--- src/rtl/uart_rx_bit_sampler.sv ---
// rtl/uart_rx_bit_sampler.sv - oversampled UART RX bit sampler with majority voting
module uart_rx_bit_sampler #(
    parameter int PWIDTH      = 6,
    parameter int SYNC_STAGES = 2
) (
    input  logic              clk,
    input  logic              rst,
    input  logic              enable,
    input  logic              resync,
    input  logic [PWIDTH-1:0] prescale,
    input  logic [1:0]        sample_mode,
    input  logic              rx_in,
    output logic              sampled_bit,
    output logic              bit_valid,
    output logic              noise_flag,
    output logic              cfg_err
);

    localparam logic [PWIDTH-1:0] P_MIN = PWIDTH'(8);

    logic [SYNC_STAGES-1:0] sync;
    logic                   rx_s;
    logic [PWIDTH-1:0]      ec;
    logic [PWIDTH-1:0]      p_sh;
    logic [1:0]             mode_sh;
    logic [2:0]             ones;
    logic [2:0]             votes;

    logic                   counting;
    logic [PWIDTH-1:0]      p_eff;
    logic [1:0]             mode_eff;
    logic [PWIDTH-1:0]      half;
    logic [PWIDTH-1:0]      k;
    logic [PWIDTH-1:0]      win_lo;
    logic [PWIDTH-1:0]      win_hi;
    logic                   in_win;
    logic                   at_end;

    assign rx_s    = sync[SYNC_STAGES-1];
    assign cfg_err = (prescale < P_MIN);

    // At ec=0 the shadow is being loaded this edge, so the live inputs are
    // the values that govern the bit starting now.
    always_comb begin
        counting = enable & ~resync & ~cfg_err;
        p_eff    = (ec == '0) ? prescale : p_sh;
        mode_eff = (ec == '0) ? sample_mode : mode_sh;
        half     = p_eff >> 1;
        case (mode_eff)
            2'b00:   k = PWIDTH'(0);
            2'b10:   k = PWIDTH'(2);
            default: k = PWIDTH'(1);
        endcase
        win_lo   = half - k;
        win_hi   = half + k;
        in_win   = (ec >= win_lo) && (ec <= win_hi);
        at_end   = (ec == (p_eff - PWIDTH'(1)));
    end

    always_ff @(posedge clk or negedge rst) begin
        if (!rst) begin
            sync        <= '1;
            ec          <= '0;
            p_sh        <= '0;
            mode_sh     <= '0;
            ones        <= '0;
            votes       <= '0;
            bit_valid   <= 1'b0;
            noise_flag  <= 1'b0;
            sampled_bit <= 1'b1;
        end else begin
            if (SYNC_STAGES > 1)
                sync <= {sync[SYNC_STAGES-2:0], rx_in};
            else
                sync <= rx_in;
            bit_valid <= 1'b0;
            if (counting) begin
                if (ec == '0) begin
                    p_sh    <= prescale;
                    mode_sh <= sample_mode;
                end
                if (at_end) begin
                    ec          <= '0;
                    ones        <= '0;
                    votes       <= '0;
                    sampled_bit <= ({ones, 1'b0} > {1'b0, votes});
                    noise_flag  <= (ones != 3'd0) && (ones != votes);
                    bit_valid   <= 1'b1;
                end else begin
                    ec <= ec + PWIDTH'(1);
                    if (in_win) begin
                        votes <= votes + 3'd1;
                        ones  <= ones + {2'b00, rx_s};
                    end
                end
            end else begin
                ec    <= '0;
                ones  <= '0;
                votes <= '0;
            end
        end
    end

endmodule

--- config.mk ---
export PLATFORM = sky130hd
export DESIGN_NAME = uart_rx_bit_sampler
export DESIGN_NICKNAME = d
export VERILOG_FILES = /design/src/rtl/uart_rx_bit_sampler.sv
export SDC_FILE = /design/constraint.sdc
export NUM_CORES = 1
export LEC_CHECK = 0
export ABC_AREA = 1
export CAP_MARGIN = 0
export CORE_MARGIN = 2
export CORE_UTILIZATION = 53
export CTS_CLUSTER_DIAMETER = 120
export DETAILED_ROUTE_END_ITERATION = 8
export GPL_TIMING_DRIVEN = 0
export PLACE_DENSITY = 0.76
export SLEW_MARGIN = 15
export SYNTH_ARGS = -nofsm -noshare
export SYNTH_HDL_FRONTEND = slang
export SYNTH_SLANG_ARGS = --single-unit
--- constraint.sdc ---
create_clock -name clk -period 3.34 [get_ports clk]
set_input_delay 0.668 -clock clk [delete_from_list [all_inputs] [get_ports clk]]
set_output_delay 0.668 -clock clk [all_outputs]
set_load 0.02 [all_outputs]
Word level (Yosys, flattened, before mapping)

Cells that the tools add are included.

Eq/ne operators: 4
Bitwise gates (word level): 4
Magnitude comparators: 4
Reductions and logical operators: 6
Add/sub/neg operators: 6
Mux-type cells: 13

Operators with widths:

| cell                | number |
|---|---|
| $mux 3              | 6 |
| $mux 6              | 3 |
| $add 5x6->6         | 1 |
| $add 6x1->6 const B | 1 |
| $eq 6x6->1          | 1 |
| $ge 6x6->1          | 1 |
| $le 6x6->1          | 1 |
| $logic_not 6->1     | 1 |
| $lt 6x4->1 const B  | 1 |
| $sub 5x6->6         | 1 |
| $sub 6x1->6 const B | 1 |
| $gt 4x3->1          | 1 |
| $pmux 2 s2          | 1 |
| $add 3x1->3         | 1 |
| $add 3x1->3 const B | 1 |
| $ne 3x1->1 const B  | 1 |
| $ne 3x3->1          | 1 |
| $reduce_bool 3->1   | 1 |
| $and 1x1->1         | 2 |
| $eq 2x2->1 const B  | 1 |
| $logic_and 1x1->1   | 2 |
| $logic_not 2->1     | 1 |
| $mux 1              | 2 |
| $mux 2              | 1 |
| other kinds (2)     | 3 |

Logic and storage cells: 46
Input port bits: 13
Bits in registers: 25
Output and inout port bits: 4

Logic depth before layout (Yosys ltp)

Gate-level depths: netlist (run 1).

Depth in word-level cells: 10
Depth in mapped cells: 28
Mapped depth without buffers: 27

Worst setup path after synthesis (run 1)

Ideal clock, no wire load.

Path type: flip-flop to flip-flop
From: reg ec[0]
To: reg ones[2]
Path slack: -0.054 ns
Period minus slack after synthesis: 3.394 ns
Stages on the path, launching flop included: 27
Arrival: 3.322 ns
Library setup time: 0.072 ns
Buffers on the path: 1
Data required time: 3.268 ns
Cell sequence: dfrtp_1 inv_1 ha_1 nand3_2 buf_6 o21ai_2 inv_2 nor2_2 inv_1 ha_1 inv_1 ha_1 inv_1 nand2_1 nand3_1 xor2_1 ha_1 nand2_1 nor2_1 o21ai_0 inv_1 o21ai_0 nand2_1 inv_1 nand2_1 xor2_1 nor2_1

Word-level cells in the longest chain between the ends: 8
Elaborated cells between the ends (all ways): 16
Those cells by class: add/sub (3); order compare (2); eq/ne (3); mux (5); reduce/logical (3)

RTL lines:

| element                                              | line   | text |
|---|---|---|
| start, declared                                      | 23     | `logic [PWIDTH-1:0] ec;` |
| start signal, assigned                               | 90     | `ec <= ec + PWIDTH'(1);` |
| $logic_not 6->1                                      | 46, 47 |  |
| $mux 2                                               | n/a    |  |
| $eq 2x2->1 / $logic_not 2->1 (equally long branches) | 49     | `case (mode_eff)` |
| $pmux 2 s2                                           | 49     |  |
| $sub 5x6->6 / $add 5x6->6 (equally long branches)    | 54, 55 |  |
| $ge 6x6->1 / $le 6x6->1 (equally long branches)      | 56     | `in_win = (ec >= win_lo) && (ec <= win_hi);` |
| $logic_and 1x1->1                                    | 56     |  |
| $ne 3x1->1 (no source line)                          | n/a    |  |
| end signal, assigned                                 | 93     | `ones <= ones + {2'b00, rx_s};` |
| end, declared                                        | 26     | `logic [2:0] ones;` |

Several ways; a longest one is shown, not always the timed one.
A chain may end at the register's enable or synchronous reset.

Final worst setup path (run 1)

From: reg ec[0]
To: reg votes[0]

Word-level cells in the longest chain between the ends: 8
Elaborated cells between the ends (all ways): 16
Those cells by class: add/sub (3); order compare (2); eq/ne (3); mux (5); reduce/logical (3)

RTL lines:

| element                                              | line   | text |
|---|---|---|
| $logic_not 6->1                                      | 46, 47 |  |
| $mux 2                                               | n/a    |  |
| $eq 2x2->1 / $logic_not 2->1 (equally long branches) | 49     |  |
| $pmux 2 s2                                           | 49     |  |
| $sub 5x6->6 / $add 5x6->6 (equally long branches)    | 54, 55 |  |
| $ge 6x6->1 / $le 6x6->1 (equally long branches)      | 56     |  |
| $logic_and 1x1->1                                    | 56     |  |
| $ne 3x1->1 (no source line)                          | n/a    |  |
| end signal, assigned                                 | 92     | `votes <= votes + 3'd1;` |
| end, declared                                        | 27     | `logic [2:0] votes;` |

Several ways; a longest one is shown, not always the timed one.

==> results of run 1 <==
where the power goes:
group | total, W | internal [W] | switching (W)
combinational | 0.000413 | 0.000169 | 0.000244
sequential | 0.000338 | 0.000325 | 0.0000129
clock | 0.000187 | 0.0000848 | 0.000102
worst max-delay path: stages, from the launching register on:
cell,delay (ns)
dfrtp_1,0.42
inv_2,0.09
ha_4,0.14
nand3_4,0.10
buf_8,0.15
o21ai_4,0.15
inv_2,0.07
nor2_4,0.12
inv_2,0.06
ha_4,0.27
inv_4,0.04
ha_4,0.15
inv_2,0.04
nand2_2,0.05
nand3_2,0.07
xor2_1,0.17
ha_1,0.26
nand2_2,0.10
nor2_4,0.04
o21ai_1,0.06
inv_1,0.06
o21ai_2,0.14
nand2_2,0.13
buf_6,0.15
xor2_1,0.13
inv_1,0.05
nor2_1,0.03
sequential cells by signal (all words and copies together) (netlist names):
signal	cells
bit_valid	1
ec	6
mode_sh	2
noise_flag	1
ones	3
p_sh	6
sampled_bit	1
sync	2
votes	3
kinds of logic (layout without fill, tap and decap cells):
logic type | Yosys count | count (layout) | share of synthesized area, %
fa+ha+maj | 25 | 25 | 14.24
simple gates | 150 | 150 | 34.32
flops | 25 | 25 | 27.98
compound gates | 27 | 27 | 6.730
buf+inv | 59 | 100 | 10.18
xor+xnor | 16 | 16 | 6.563
layout by cell type, fill, tap and decap left out, drive strengths merged:
cell | netlist | final
nand2 | 81 | 81
inv | 57 | 57
nor2 | 29 | 29
ha | 24 | 24
nand3 | 23 | 23
buf | 1 | 23
dfrtp | 22 | 22
o21ai | 16 | 16
nand4 | 15 | 15
clkdlybuf4s50 | 0 | 14
xor2 | 12 | 12
a21oi | 6 | 6
xnor2 | 4 | 4
clkbuf | 1 | 4
dfstp | 3 | 3
nor3 | 1 | 1
o21a | 1 | 1
nand3b | 1 | 1
a31oi | 1 | 1
o31ai | 1 | 1
o211ai | 1 | 1
o2111ai | 1 | 1
fa | 1 | 1
clkinvlp | 0 | 1
dlygate4sd2 | 0 | 1
how the worst min path moves through the flow:
stage                 start      end  slack [ns]  cells after the start
floorplan           sync[0]  sync[1]        0.35                      0
global placement    sync[0]  sync[1]        0.35                      0
detailed placement  sync[0]  sync[1]        0.35                      0
CTS                 sync[0]  sync[1]        0.36                      0
global route        sync[0]  sync[1]        0.37                      0
finish              sync[0]  sync[1]        0.37                      0
what timing repair did:
action | in CTS | in global routing
gates resized for setup | 20 | 25
setup buffers | 13 | 8
pin swaps | 6 | 20
endpoints found under the setup margin | 6 | 6
metrics by stage:
stage,cell area (sq um),setup WS (ns),total power [W],setup TNS [ns]
after detailed placement,2477,-0.5950,0.0006725,-3.245
after floorplan,2255,0.01595,0.0005926,0
after global routing,2819,-0.1898,0.001015,-0.9781
after CTS,2674,-0.007290,0.0008885,-0.007290
after global placement,2477,-0.5309,0.0006620,-2.868
final,2819,0.0003637,0.0009379,0
routing by layer:
metal  vias to the layer above  GRT usage, %  wire length (um)
met5                         -             0                 0
met2                        29         39.21              2621
met1                       959         29.27              2345
li1                       1050             -                 -
met4                         0         5.664                77
met3                        10         2.485               132
layout make-up:
cell class | count | area [sq um] | share of cell area [%]
flip-flops and latches | 25 | 635.6 | 22.55
clock buffers | 3 | 41.29 | 1.465
multi-input cells | 218 | 1519 | 53.88
plain buffers | 2 | 18.77 | 0.6658
inverters | 57 | 219.0 | 7.767
repair buffers | 37 | 315.3 | 11.19
clock inverters | 1 | 7.507 | 0.2663
well taps | 50 | 62.56 | 2.219
==> impl_results.md, run 1 <==
- Status: completed
- Post-synth top area share: 24.47%
- Fin crit share: ~100%
- Fmax: between 200 and 300 MHz
- Fin util: between 60 and 70%
- Port Buf Inserts: 16
- Most frequent cell after synthesis: nand2_1
- Worst R2R Setup Slack: roughly 0.00036 ns
- Fill cells: 329
- Area delta synth->final: 25.31%
- Worst setup path class: reg -> reg
- RR Endpoint: votes[0]
- Deepest clock path buffer count: 2
- Mapped Cells: 302
- Setup violators final: 0
- # DRC: 0
- Cell variety after synth: 32
- Peak supply drop: 223.5 uV
- First-pass GRT wire length: 8859 um
- GRT Overall Usage: 22.36%
- Initial DRT Pass Iterations: 4
- Critical Path AT: around 3.5 ns
- Antenna-violating nets left: 0
- Setup Skew: 0.003294 ns
- Syn Nets: 340
- Diodes inserted: 0
- Seq/Total Area, Yosys: between 20% and 30%
- Worst slew margin: 62.08%
- Die area: ~4800 sq um
- Slew @ Worst Pin: between 0.5 and 0.6 ns
- Most common library cells after synthesis: nand2_1, inv_1, ha_1, nor2_1, dfrtp_1
- Final #Nets: 382
- Worst Setup Start Kind: flip-flop
- CTS root buffer: clkbuf_8
- CP endpoint kind: flip-flop
- Die Y: around 70 um
- Vias per cell: 5.211
- Inst Count DP: 368
- Vias: just over 2000
- Vias in the first global route: between 1500 and 2000
- Period minus WS final: approximately 3.3 ns
- CTS Hold Buffers Added: 0
- Avg Cell Area, Syn: between 7 and 8 sq um
- DR iter-0 viols: between 90 and 100
- Antenna violations before repair: 0
- PwrDens: about 330 nW/um^2
- Post-synth EDFFs: 0
- Hold Crit Class: reg -> reg
- Core area: about 4000 sq um
- Crit. Startpoint: ec[0]
- Routed len/inst: approximately 13 um
- CTS sink cnt: 25
- Initial cell density of the core: a little under three fifths
- Share of cells above drive strength 1: a little over a quarter
- Die extent in x: 69.15 um
- Leak: 1.445 nW
- Final Hold Viols: 0
- Top cells by area, synth: dfrtp_1, ha_1, nand2_1
- Fin cells: a little under 400
- Register bit total from synthesis: 25
- Final Hold Slack: approximately 0.37 ns
- Synth Cell Area: 2250 sq um
- # Max-Cap Violations: 0
- HPWL after detailed placement: about 3600 um
- CTS tree: built
- Skew-Pair Late Insertion Delay: ~0.27 ns
- Ys async rst share: 100.0%
- Data required, critical path: roughly 3.5 ns
- Worst-path fanout max: 5
- Worst reg2reg path depth: 26
- CTS clk-pin slew, worst paths: 0.09 ns
- CP Capture Point: votes[0]
- Warning count from the yosys run: 0
- Ys flop type: dfrtp_1
- RSZ-0062 raised after global routing: yes
- Number of cell rows: 23
- H-tree levels: 1
- Grt ovf: 0
- RR Startpoint: ec[0]
- Final slew viol count: 0
- Post-synth top area cell: dfrtp_1
- Maximum number of pins on one net before global-route repair: 26
- Placer Congestion: just under 0.9
- Ports: 17
- Total wire length: a little over 5000 um
- TritonCTS buffer count: 3
No activity file was read; power rests on OpenSTA's default activity.
==> run 2: changes to the inputs <==
--- a/config.mk
+++ b/config.mk
@@ -6,7 +6,6 @@
 export NUM_CORES = 1
 export LEC_CHECK = 0
 export ABC_AREA = 1
-export CAP_MARGIN = 0
 export CORE_MARGIN = 2
 export CORE_UTILIZATION = 53
 export CTS_CLUSTER_DIAMETER = 120
==> results of run 2 <==
The final DEF is identical to that of run 1; final timing and power are the same.
